<file path="src/rtl/iir_ctrl_pkg.sv">
// -----------------------------------------------------------------------------
// iir_ctrl_pkg
// Shared definitions for the notch-chain coefficient controller:
//   - controller state encoding
//   - bank select encoding (shared by wr_sel and commit_sel)
//   - coefficient count and the passthrough coefficient set
// -----------------------------------------------------------------------------
package iir_ctrl_pkg;

  // Three numerator taps followed by two denominator taps.
  localparam int COEFF_DEPTH = 5;

  localparam logic SEL_1MHZ   = 1'b0;
  localparam logic SEL_2_4MHZ = 1'b1;

  typedef enum logic [2:0] {
    IDLE,
    ARM,
    LOAD,
    VERIFY,
    SETTLE
  } state_e;

  // Passthrough filter (b0 = 1.0, everything else 0), in units of 1.0.
  // Banks scale these by 2**COEFF_FRAC so the set stays correct for any
  // fixed-point format.
  localparam int DEFAULT_COEFF [COEFF_DEPTH] = '{1, 0, 0, 0, 0};

endpackage

</file>
<file path="src/rtl/iir_coeff_bank.sv">
// -----------------------------------------------------------------------------
// iir_coeff_bank
// One shadow coefficient bank for a single notch filter.
//   clk, rst   : clock, asynchronous active-high reset (reloads passthrough)
//   wr_en      : write strobe, already qualified by the caller (index valid,
//                bank selected, controller idle)
//   wr_idx     : word index 0..COEFF_DEPTH-1
//   wr_data    : coefficient word
//   rd_words   : all words in parallel, word i at [i*WIDTH +: WIDTH]
//   cmp_words  : readback bus from the filter, same packing as rd_words
//   mismatch   : high when cmp_words differs from the bank in any word
// -----------------------------------------------------------------------------
module iir_coeff_bank
  import iir_ctrl_pkg::*;
#(
  parameter int WIDTH = 20,
  parameter int FRAC  = 18
) (
  input  logic                         clk,
  input  logic                         rst,
  input  logic                         wr_en,
  input  logic [2:0]                   wr_idx,
  input  logic [WIDTH-1:0]             wr_data,
  output logic [COEFF_DEPTH*WIDTH-1:0] rd_words,
  input  logic [COEFF_DEPTH*WIDTH-1:0] cmp_words,
  output logic                         mismatch
);

  logic [WIDTH-1:0] words_q [COEFF_DEPTH];
  logic [WIDTH-1:0] words_d [COEFF_DEPTH];

  // NOTE: every combinational output gets a full default before any
  // conditional update, so no path leaves a value held (no latch).
  always_comb begin
    words_d = words_q;
    if (wr_en) begin
      for (int i = 0; i < COEFF_DEPTH; i++) begin
        if (wr_idx == 3'(i)) words_d[i] = wr_data;
      end
    end
  end

  // NOTE: this register array is reset on purpose -- after reset the filter
  // must be able to load a known passthrough set without any prior writes,
  // so it cannot be left to power-up contents like a plain RAM.
  // NOTE: state is updated with non-blocking assignments so every flop
  // samples pre-edge values regardless of process ordering.
  always_ff @(posedge clk or posedge rst) begin
    if (rst) begin
      for (int i = 0; i < COEFF_DEPTH; i++) begin
        words_q[i] <= WIDTH'(DEFAULT_COEFF[i]) << FRAC;
      end
    end else begin
      words_q <= words_d;
    end
  end

  always_comb begin
    rd_words = '0;
    for (int i = 0; i < COEFF_DEPTH; i++) begin
      rd_words[i*WIDTH +: WIDTH] = words_q[i];
    end
  end

  assign mismatch = (rd_words != cmp_words);

endmodule

</file>
<file path="src/rtl/iir_coeff_loader.sv">
// -----------------------------------------------------------------------------
// iir_coeff_loader
// Run-time coefficient controller for the two-stage notch chain
// (2.4 MHz notch followed by 1 MHz notch).
//   clk, rst            : clock, asynchronous active-high reset
//   valid_in            : chain sample strobe (observed only)
//   wr_*                : word-serial ready/valid coefficient write port
//   commit_*            : ready/valid request to load one bank into its filter
//   bypass_req_*        : user bypass, OR-ed with the forced bypass
//   bypass_*            : bypass to each filter
//   coeff_wr_en_*       : one-cycle load strobe to each filter
//   coeff_in_*          : shadow bank contents, word i at [i*W +: W]
//   coeff_out_*         : readback from each filter, same packing
//   busy, done          : sequence in progress / one-cycle completion pulse
//   verify_err          : sticky readback mismatch of the last commit
//   idx_err             : one-cycle pulse after a write with an invalid index
// A commit forces the target filter into bypass, waits for a cycle without a
// sample, strobes the load, checks the readback, then keeps bypass forced for
// SETTLE_SAMPLES samples while the recursive state settles.
// -----------------------------------------------------------------------------
module iir_coeff_loader
  import iir_ctrl_pkg::*;
#(
  parameter int COEFF_WIDTH    = 20,
  parameter int COEFF_FRAC     = 18,
  parameter int SETTLE_SAMPLES = 8,
  parameter int CNT_WIDTH      = (SETTLE_SAMPLES > 0) ? $clog2(SETTLE_SAMPLES + 1) : 1
) (
  input  logic                                 clk,
  input  logic                                 rst,
  input  logic                                 valid_in,
  input  logic                                 wr_valid,
  output logic                                 wr_ready,
  input  logic                                 wr_sel,
  input  logic [2:0]                           wr_idx,
  input  logic signed [COEFF_WIDTH-1:0]        wr_data,
  input  logic                                 commit_valid,
  output logic                                 commit_ready,
  input  logic                                 commit_sel,
  input  logic                                 bypass_req_1MHz,
  input  logic                                 bypass_req_2_4MHz,
  output logic                                 bypass_1MHz,
  output logic                                 bypass_2_4MHz,
  output logic                                 coeff_wr_en_1MHz,
  output logic                                 coeff_wr_en_2_4MHz,
  output logic [COEFF_WIDTH*COEFF_DEPTH-1:0]   coeff_in_1MHz,
  output logic [COEFF_WIDTH*COEFF_DEPTH-1:0]   coeff_in_2_4MHz,
  input  logic [COEFF_WIDTH*COEFF_DEPTH-1:0]   coeff_out_1MHz,
  input  logic [COEFF_WIDTH*COEFF_DEPTH-1:0]   coeff_out_2_4MHz,
  output logic                                 busy,
  output logic                                 done,
  output logic                                 verify_err,
  output logic                                 idx_err
);

  localparam logic [CNT_WIDTH-1:0] SETTLE_LAST =
    (SETTLE_SAMPLES > 0) ? CNT_WIDTH'(SETTLE_SAMPLES - 1) : '0;

  state_e               state_q, state_d;
  logic                 sel_q, sel_d;
  logic                 force_1_q, force_1_d;
  logic                 force_24_q, force_24_d;
  logic                 wr_en_1_q, wr_en_1_d;
  logic                 wr_en_24_q, wr_en_24_d;
  logic                 done_q, done_d;
  logic                 verify_err_q, verify_err_d;
  logic                 idx_err_q, idx_err_d;
  logic [CNT_WIDTH-1:0] cnt_q, cnt_d;

  logic idle, wr_fire, idx_ok, bank_we_1, bank_we_24;
  logic mismatch_1, mismatch_24, sel_mismatch;

  // Banks only accept writes while idle, so contents are frozen for the
  // whole load/verify window.
  assign idle       = (state_q == IDLE);
  assign wr_fire    = wr_valid & idle;
  assign idx_ok     = (wr_idx < 3'(COEFF_DEPTH));
  assign bank_we_1  = wr_fire & idx_ok & (wr_sel == SEL_1MHZ);
  assign bank_we_24 = wr_fire & idx_ok & (wr_sel == SEL_2_4MHZ);

  iir_coeff_bank #(
    .WIDTH (COEFF_WIDTH),
    .FRAC  (COEFF_FRAC)
  ) u_bank_1mhz (
    .clk       (clk),
    .rst       (rst),
    .wr_en     (bank_we_1),
    .wr_idx    (wr_idx),
    .wr_data   (wr_data),
    .rd_words  (coeff_in_1MHz),
    .cmp_words (coeff_out_1MHz),
    .mismatch  (mismatch_1)
  );

  iir_coeff_bank #(
    .WIDTH (COEFF_WIDTH),
    .FRAC  (COEFF_FRAC)
  ) u_bank_2_4mhz (
    .clk       (clk),
    .rst       (rst),
    .wr_en     (bank_we_24),
    .wr_idx    (wr_idx),
    .wr_data   (wr_data),
    .rd_words  (coeff_in_2_4MHz),
    .cmp_words (coeff_out_2_4MHz),
    .mismatch  (mismatch_24)
  );

  assign sel_mismatch = (sel_q == SEL_2_4MHZ) ? mismatch_24 : mismatch_1;

  always_comb begin
    state_d      = state_q;
    sel_d        = sel_q;
    force_1_d    = force_1_q;
    force_24_d   = force_24_q;
    wr_en_1_d    = 1'b0;
    wr_en_24_d   = 1'b0;
    done_d       = 1'b0;
    verify_err_d = verify_err_q;
    cnt_d        = cnt_q;
    idx_err_d    = wr_fire & ~idx_ok;

    unique case (state_q)
      IDLE: begin
        if (commit_valid) begin
          state_d      = ARM;
          sel_d        = commit_sel;
          verify_err_d = 1'b0;
          cnt_d        = '0;
          force_1_d    = (commit_sel == SEL_1MHZ);
          force_24_d   = (commit_sel == SEL_2_4MHZ);
        end
      end
      ARM: begin
        // Load only in a sample gap; the strobe is registered so it is high
        // for exactly the LOAD cycle.
        if (!valid_in) begin
          state_d    = LOAD;
          wr_en_1_d  = (sel_q == SEL_1MHZ);
          wr_en_24_d = (sel_q == SEL_2_4MHZ);
        end
      end
      LOAD: begin
        state_d = VERIFY;
      end
      VERIFY: begin
        if (sel_mismatch) verify_err_d = 1'b1;
        if (SETTLE_SAMPLES == 0) begin
          state_d    = IDLE;
          done_d     = 1'b1;
          force_1_d  = 1'b0;
          force_24_d = 1'b0;
        end else begin
          state_d = SETTLE;
        end
      end
      SETTLE: begin
        if (valid_in) begin
          if (cnt_q == SETTLE_LAST) begin
            state_d    = IDLE;
            done_d     = 1'b1;
            force_1_d  = 1'b0;
            force_24_d = 1'b0;
          end else begin
            cnt_d = cnt_q + CNT_WIDTH'(1);
          end
        end
      end
      default: begin
        state_d = IDLE;
      end
    endcase
  end

  always_ff @(posedge clk or posedge rst) begin
    if (rst) begin
      state_q      <= IDLE;
      sel_q        <= SEL_1MHZ;
      force_1_q    <= 1'b0;
      force_24_q   <= 1'b0;
      wr_en_1_q    <= 1'b0;
      wr_en_24_q   <= 1'b0;
      done_q       <= 1'b0;
      verify_err_q <= 1'b0;
      idx_err_q    <= 1'b0;
      cnt_q        <= '0;
    end else begin
      state_q      <= state_d;
      sel_q        <= sel_d;
      force_1_q    <= force_1_d;
      force_24_q   <= force_24_d;
      wr_en_1_q    <= wr_en_1_d;
      wr_en_24_q   <= wr_en_24_d;
      done_q       <= done_d;
      verify_err_q <= verify_err_d;
      idx_err_q    <= idx_err_d;
      cnt_q        <= cnt_d;
    end
  end

  assign wr_ready           = idle;
  assign commit_ready       = idle;
  assign busy               = ~idle;
  assign done               = done_q;
  assign verify_err         = verify_err_q;
  assign idx_err            = idx_err_q;
  assign coeff_wr_en_1MHz   = wr_en_1_q;
  assign coeff_wr_en_2_4MHz = wr_en_24_q;
  // User bypass requests pass straight through in every state.
  assign bypass_1MHz        = bypass_req_1MHz   | force_1_q;
  assign bypass_2_4MHz      = bypass_req_2_4MHz | force_24_q;

endmodule

</file>
<file path="config.mk">
export PLATFORM = sky130hd
export DESIGN_NAME = iir_coeff_loader
export DESIGN_NICKNAME = d
export VERILOG_FILES = /design/src/rtl/iir_ctrl_pkg.sv /design/src/rtl/iir_coeff_bank.sv /design/src/rtl/iir_coeff_loader.sv
export SDC_FILE = /design/constraint.sdc
export NUM_CORES = 1
export LEC_CHECK = 0
export CORE_ASPECT_RATIO = 1.1
export CORE_UTILIZATION = 25
export DETAILED_ROUTE_END_ITERATION = 6
export PLACE_DENSITY = 0.57
export SYNTH_ARGS = -nofsm -noshare
export SYNTH_HDL_FRONTEND = slang
export SYNTH_SLANG_ARGS = --single-unit
</file>
<file path="constraint.sdc">
create_clock -name clk -period 11.86 [get_ports clk]
set_clock_uncertainty 0.05 [all_clocks]
set_input_delay 1.779 -clock clk [delete_from_list [all_inputs] [get_ports clk]]
set_output_delay 1.779 -clock clk [all_outputs]
set_load 0.01 [all_outputs]
</file>
* Word-level counts from Yosys, hierarchy flattened *
Cells that the tools add are included.

cells by class
  add/subtract/negate cells = 1
  magnitude comparators = 1
  equal/unequal tests = 17
  multiplexer cells = 26
  bitwise logic cells = 12
  reductions and logical operators = 19

operator list
  kind                                                              number
  100-bit inequality test                                           2
  2-bit AND reduction                                               11
  3-bit one-hot mux with 5 select lines                             1
  1-bit two-way mux                                                 14
  3-bit by 2-bit == test with 1-bit output (second input constant)  4
  3-bit two-way mux                                                 4
  4-bit two-way mux                                                 3
  2-bit inequality test (second input constant)                     6
  4-bit AND reduction                                               3
  4-bit one-hot mux with 2 select lines                             1
  3-bit by 1-bit == test with 1-bit output (second input constant)  2
  3-bit == test (second input constant)                             2
  3-bit logical NOT                                                 2
  1-bit one-hot mux with 2 select lines                             3
  1-bit AND                                                         5
  1-bit inverter                                                    5
  4-bit by 1-bit adder with 4-bit output (second input constant)    1
  4-bit by 3-bit == test with 1-bit output (second input constant)  1
  2-bit nonzero test                                                2
  3-bit < comparator (second input constant)                        1
  3-bit AND reduction                                               1
  1-bit OR                                                          2

storage, ports and cells
  register bits = 215
  input port bits = 232
  output and inout port bits = 210

* Logic depth before layout (Yosys ltp) *
Gate-level depths: netlist (run 1).

  word-level depth = 5
  depth in mapped cells = 8
  mapped depth without buffers = 6

* Modules after synthesis *
From an unflattened synthesis (run 1), not the netlist that was laid out.

second synthesis, totals
  cell total of the unflattened synthesis = 791
  area total of the unflattened synthesis = 10,630.2 µm²

modules (own cells, without submodules)
  module            times used  cells an instance  area each (µm²)
  iir_coeff_bank    2           353                4,922.2
  iir_coeff_loader  1           85                 785.8

* Worst setup path after synthesis (run 1) *
No wires, ideal clock.

  path kind = input port to output port
  start point = input bypass_req_1MHz
  end point = output bypass_1MHz
  data arrival time = 2,067 ps
  required time = 10,031 ps
  setup slack = 7,964 ps
  cell stages on the path = 1
  buffers on the path = 0
  cells stage by stage = or2_2

on the way
  longest elaborated chain between the ends = 1

ends and longest elaborated chain
  item                RTL line                 text
  start: declaration  iir_coeff_loader.sv:40   input logic bypass_req_1MHz,
  1-bit OR            iir_coeff_loader.sv:210  assign bypass_1MHz = bypass_req_1MHz | force_1_q;
  end: declaration    iir_coeff_loader.sv:42   output logic bypass_1MHz,

Every way passes these cells.

* Worst setup path in the final report (run 1) *
  start point = input bypass_req_2_4MHz
  end point = output bypass_2_4MHz

on the way
  longest elaborated chain between the ends = 1

ends and longest elaborated chain
  item                RTL line                 text
  start: declaration  iir_coeff_loader.sv:41   input logic bypass_req_2_4MHz,
  1-bit OR            iir_coeff_loader.sv:211  assign bypass_2_4MHz = bypass_req_2_4MHz | force_24_q;
  end: declaration    iir_coeff_loader.sv:43   output logic bypass_2_4MHz,

Every way passes these cells.

==> flow_summary.ini, run 1 <==
[global_route]
overflow = 0
grt_pass1_vias = 9196
grt_pass1_wl_mm = 64.5
grt_use_total_pct = 19.7
grt_max_degree = 95
antenna_found_initial = 3

[routing]
drtIter0Drc = 365
viasPerCell = 4.70
dr.pass1.iters = 5
final_antenna_net_count = 0
routed-via-count = 8961
routed_wl_mm = 44.7
route.detailed.drc = 0
routedWlPerCell_um = 23.4

[die]
die_x_um = 201
die-height_um = 221
initial_core_util_pct = 25.6
rows = 79
dieArea_um2 = 44500
coreArea_um2 = 42700
io_pins = 442

[finish]
syn2layout_area_growth_pct = 53.8
drive_gt1_share_pct = 20.1
mostFrequentLayoutCell = clkdlybuf4s50_1
nFillCells = 4237
most-common-layout-cells = clkdlybuf4s50_1, dfrtp_1, mux2_2
nets = 1553
fin_cells = 1906

[clocking]
clock-sinks = 215
postCtsSetupRepairBufs = 0
htree_levels = 1
cts_tree = done
cts_max_path_buffers = 3
path_clk_slew_ns = 0.06
post_cts_resized = 0
cts_hold_buffers = 0
cts_buffers = 25
clk_latency_ns = 0.54
ctsRootBufferMaster = clkbuf_16

[logic_synthesis]
synth_seq_cells = 215
netlist_area_um2 = 10900
synth-seq-area-share_pct = 49.3
syn_nets = 1120
synth_cells = 887
ys_warn_count = 0
synthArstFlopShare_pct = 100
synth_edf_count = 0
ys_types = 57
synth_area_per_cell_um2 = 12.3
synth_ff_type = dfrtp_1

[setup_path]
worst-r2r-cell-count = 6
crit_end = bypass_2_4MHz
critical_path_arrival_ns = 2.91
reg2reg_to = verify_err$_DFFE_PP0P_
critical_path.startpoint = bypass_req_2_4MHz
worst-setup-path-type = in -> out
cp-end-kind = output pin
crit_path_start_kind = input port
cp.required_ns = 10.03
ff2ff_setup_slack_ns = 8.98
critPathMaxFanout = 1
reg2reg_from = u_bank_1mhz.rd_words[24]$_DFFE_PP0P_

[pwr]
peakVddDrop_v = 0.000101
power_leakage_nw = 7.14
p_per_area_nw_per_um2 = 251

[timing]
fmax_mhz = 211
tightest_slew_ns = 1.09
hold_viol_final = 0
setup_viol = 0
min_period_over_period_pct = 40.0
setup_tns_ns = 0
relSlewSlack_pct = 27.1
rsz0062_at_grt = no
finalCriticalPeriod_ns = 4.74
finalWorstSetupSlack_ns = 7.12
finalMaxSlewViolations = 0

[hold_path]
min_path_type = reg -> reg
hold-path-cell-count = 1

[place]
numPortBuffers = 441
pre_cts_ws_ns = 7.12
hpwl_mm = 33.6
place_inst = 1860
gp_congestion = 0.877

[status]
status = completed

[job]
drv_cap = 0
-- cell type report --
type	instances	area [µm²]	area share, %
flip-flops and latches	215	5380	32.1
clock inverters	14	185	1.10
inverters	63	244	1.45
clock buffers	31	698	4.16
well taps	567	709	4.23
repair buffers	452	4500	26.8
multi-input cells	563	5070	30.2
diodes	1	2.50	0.0149
-- power by group --
part	switching, mW	internal [mW]
Clock	0.322	0.504
Sequential	0.436	1.10
Combinational	0.718	1.14
Total	1.48	2.75
-- synthesized netlist by cell type (4+ instances only) --
cell type  instances  share of area [%]
a221oi_1           8               0.64
buf_2              6               0.28
clkbuf_1           9               0.31
o22ai_1           28                1.6
a2111o_1           4               0.41
nand3b_1           4               0.28
inv_1             63                2.2
nand2b_1          14               0.80
o2111ai_1          4               0.32
buf_1             20               0.69
mux2_4            20                2.8
xor2_1            82                6.6
buf_6              5               0.52
nor2_1            10               0.34
buf_4              6               0.41
nand3_1            5               0.23
xnor2_1           45                3.6
mux2_1             4               0.41
nor4_1            27                1.5
a2111oi_0          9               0.72
a21oi_1            5               0.23
nand2_1            8               0.28
mux2_2           179                 18
a22o_1             6               0.48
dfrtp_1          213                 49
nor3_1             7               0.32
nand4_1           22                1.3
nor2b_1           36                2.1
-- critical path: stages --
cell	delay [ns]
clkdlybuf4s50_1	0.39
or2_2	0.27
clkdlybuf4s50_1	0.47
-- stage by stage --
stage / utilization (%) / hold WS, ns / power, mW / cell area, µm²
CTS: 39.3 / 0.492 / 4.27 / 16800
global route: 39.3 / 0.510 / 4.45 / 16800
detailed placement: 37.2 / 0.476 / 3.42 / 15900
finish: 39.3 / 0.488 / 4.22 / 16800
floorplan: - / 0.409 / 2.28 / 10900
global placement: 37.2 / 0.470 / 3.40 / 15900
-- logic make-up after synthesis --
family | count (synthesis) | synth area share (%)
compound gates | 78 | 5.42
flops | 215 | 49.3
mux | 204 | 21.7
fa+ha+maj | 1 | 0.115
buf+inv | 109 | 4.37
xor+xnor | 127 | 10.2
simple gates | 153 | 8.86
-- sequential cells by signal (all words and copies together), names as in the netlist --
register and count:
force_24_q 1, u_bank_2_4mhz.rd_words 100, sel_q 1, force_1_q 1, done 1, verify_err 1
idx_err 1, coeff_wr_en_1MHz 1, coeff_wr_en_2_4MHz 1, u_bank_1mhz.rd_words 100, state_q 3, cnt_q 4
-- worst min-delay path by stage --
stage	slack (ns)	from	end
final	0.49	u_bank_2_4mhz.rd_words[72]$_DFFE_PP0P_	u_bank_2_4mhz.rd_words[72]$_DFFE_PP0P_
after global routing	0.51	u_bank_2_4mhz.rd_words[29]$_DFFE_PP0P_	u_bank_2_4mhz.rd_words[29]$_DFFE_PP0P_
after CTS	0.49	force_24_q$_DFFE_PP0P_	force_24_q$_DFFE_PP0P_
after detailed placement	0.48	force_24_q$_DFFE_PP0P_	force_24_q$_DFFE_PP0P_
after global placement	0.47	u_bank_2_4mhz.rd_words[29]$_DFFE_PP0P_	u_bank_2_4mhz.rd_words[29]$_DFFE_PP0P_
after floorplan	0.41	sel_q$_DFFE_PP0P_	coeff_wr_en_1MHz$_DFF_PP0_
-- routing by layer --
layer / vias to the layer above / track usage (%) / routed length, µm
met2: 329 / 33.0 / 21500
met1: 4571 / 25.6 / 19400
met4: 0 / 5.60 / 1280
met5: - / 0 / 0
met3: 61 / 3.80 / 2480
li1: 4000 / - / -
No activity file was read; power rests on OpenSTA's default activity.
==> run 2: changes to the inputs <==
==> constraint.sdc (replaced) <==
create_clock -name clk -period 4.8 [get_ports clk]
set_clock_uncertainty 0.05 [all_clocks]
set_input_delay 0.72 -clock clk [delete_from_list [all_inputs] [get_ports clk]]
set_output_delay 0.72 -clock clk [all_outputs]
set_load 0.01 [all_outputs]
==> flow_summary.ini, run 2 (synthesis gave the netlist of run 1 again) <==
[finish]
most-common-layout-cells = clkdlybuf4s50_1, dfrtp_1, mux2_2
drive_gt1_share_pct = 19.8
design_area_um2 = 16800
nets = 1552
syn2layout_area_growth_pct = 53.5
mostFrequentLayoutCell = clkdlybuf4s50_1

[pwr]
p_seq_share_pct = 36.5
peakVddDrop_v = 0.000257
power_leakage_nw = 7.13
swShare_pct = 35.2
total_power_mw = 10.4
p_per_area_nw_per_um2 = 619
p_clk_share_pct = 19.1
p_comb_share_pct = 44.4
p_sw_mw = 3.65
power.internal_mw = 6.73

[timing]
finalWorstSetupSlack_ns = 1.53
finalMaxSlewViolations = 0
tightest_slew_ns = 1.27
fmax_mhz = 306
setup_tns_ns = 0
rsz0062_at_grt = no
whs_ns = 0.490
relSlewSlack_pct = 15.4
setup_viol = 0
min_period_over_period_pct = 68.1
finalCriticalPeriod_ns = 3.27
hold_viol_final = 0

[die]
coreArea_um2 = 42700
die-height_um = 221
dieArea_um2 = 44500
io_pins = 442
die_x_um = 201
rows = 79
initial_core_util_pct = 25.6

[setup_path]
reg2reg_to = u_bank_2_4mhz.rd_words[48]$_DFFE_PP0P_
worst-r2r-cell-count = 6
ff2ff_setup_slack_ns = 1.65
reg2reg_from = state_q[1]$_DFFE_PP0P_
worst_path_max_delay_cell = nor4_1
cp-end-kind = flop
crit_path_max_incr_delay_ns = 0.66
critical_path_arrival_ns = 3.59
cp.required_ns = 5.12
crit_path_start_kind = input port
path_cells = clkdlybuf4s50_1 -> xor2_1 -> a2111oi_0 -> o2111ai_1 -> nor4_1 -> nor4b_1 -> a211oi_1
critPathMaxFanout = 2
worst-setup-path-type = in -> reg

[clocking]
clock-sinks = 215
clk_latency_ns = 0.53
cts_hold_buffers = 0
post_cts_resized = 0
cts_buffers = 25
ctsRootBufferMaster = clkbuf_16
postCtsSetupRepairBufs = 0
cts_max_path_buffers = 3
cts_tree = done
path_clk_slew_ns = 0.06
htree_levels = 1

[routing]
routedWlPerCell_um = 23.6
drtIter0Drc = 387
routed-via-count = 8865
route.detailed.drc = 0
viasPerCell = 4.65
dr.pass1.iters = 4
routed_wl_mm = 44.9
final_antenna_net_count = 0

[status]
status = completed

[global_route]
grt_max_degree = 111
grt_pass1_vias = 9389
overflow = 0
antenna_found_initial = 6
grt_use_total_pct = 20.0
grt_pass1_wl_mm = 65.5

[hold_path]
min_from = u_bank_2_4mhz.rd_words[29]$_DFFE_PP0P_
hold-path-cell-count = 1
worstHoldEndpoint = u_bank_2_4mhz.rd_words[29]$_DFFE_PP0P_
min_path_type = reg -> reg

[place]
pre_cts_ws_ns = 0.917
gp_congestion = 0.903
hpwl_mm = 33.7
placed_cell_area_um2 = 15900
numPortBuffers = 441

[job]
drv_cap = 0
-- run 2: cell types whose count changed in the layout (fill, tap and decap cells not counted) --
| cell | before | now |
|---|---|---|
| bufinv_16 | 4 | 3 |
| inv_6 | 1 | 0 |
| clkinv_4 | 1 | 0 |
| diode_2 | 1 | 2 |
| clkbuf_1 | 1 | 4 |
| buf_12 | 0 | 2 |
| clkinv_2 | 5 | 6 |
| buf_4 | 11 | 8 |
| inv_8 | 1 | 0 |
| clkinvlp_4 | 3 | 2 |
-- run 2: layout make-up --
| type | instances | area [µm²] |
|---|---|---|
| antenna | 2 | 5.00 |
| clock buffer | 34 | 709 |
| clock inverter | 10 | 128 |
| fill | 4230 | 25900 |
| inverter | 63 | 240 |
| multi-input combinational | 563 | 5070 |
| sequential | 215 | 5380 |
| tap | 567 | 709 |
| timing repair buffer | 451 | 4510 |
-- run 2: routing by layer --
metal  up-vias  share of wire, %  GRT usage, %
met4         0               1.9          4.33
met2       351                48          33.5
met1      4470                44          26.6
met3        54               6.5          4.12
li1       3990                 -             -
met5         -                 0             0
-- run 2: worst max-delay path, delay by kind of cell --
kind | cells | cell delay [ns]
xor gates and xnor gates | 1 | 0.20
buffers and inverters | 1 | 0.41
AOI/OAI and AO/OA | 3 | 0.97
and+or+nand+nor | 2 | 1.29
-- run 2: stage by stage --
step	cells	utilization (%)
2_1_floorplan	887	-
3_3_place_gp	1859	37.3
3_5_place_dp	1859	37.3
4_1_cts	1903	39.2
5_1_grt	1903	39.2
6_report	1905	39.2
-- run 2: how the worst max path moves through the flow --
stage | start | to | slack [ns]
2_1_floorplan | rst | cnt_q[0]$_DFFE_PP0P_ | 1.23
3_3_place_gp | coeff_out_2_4MHz[6] | verify_err$_DFFE_PP0P_ | 0.86
3_5_place_dp | coeff_out_2_4MHz[6] | verify_err$_DFFE_PP0P_ | 0.92
4_1_cts | coeff_out_2_4MHz[6] | verify_err$_DFFE_PP0P_ | 1.49
5_1_grt | coeff_out_2_4MHz[6] | verify_err$_DFFE_PP0P_ | 1.38
6_report | coeff_out_2_4MHz[6] | verify_err$_DFFE_PP0P_ | 1.53
-- run 2: power groups by stage --
| stage | registers, mW | clock network (mW) | logic [mW] |
|---|---|---|---|
| 6_report | 3.79 | 1.98 | 4.60 |
| 2_1_floorplan | 3.86 | 0 | 1.77 |
| 5_1_grt | 3.94 | 2.11 | 4.92 |
| 3_5_place_dp | 3.82 | 0 | 4.63 |
| 4_1_cts | 3.81 | 2.02 | 4.66 |
| 3_3_place_gp | 3.81 | 0 | 4.61 |
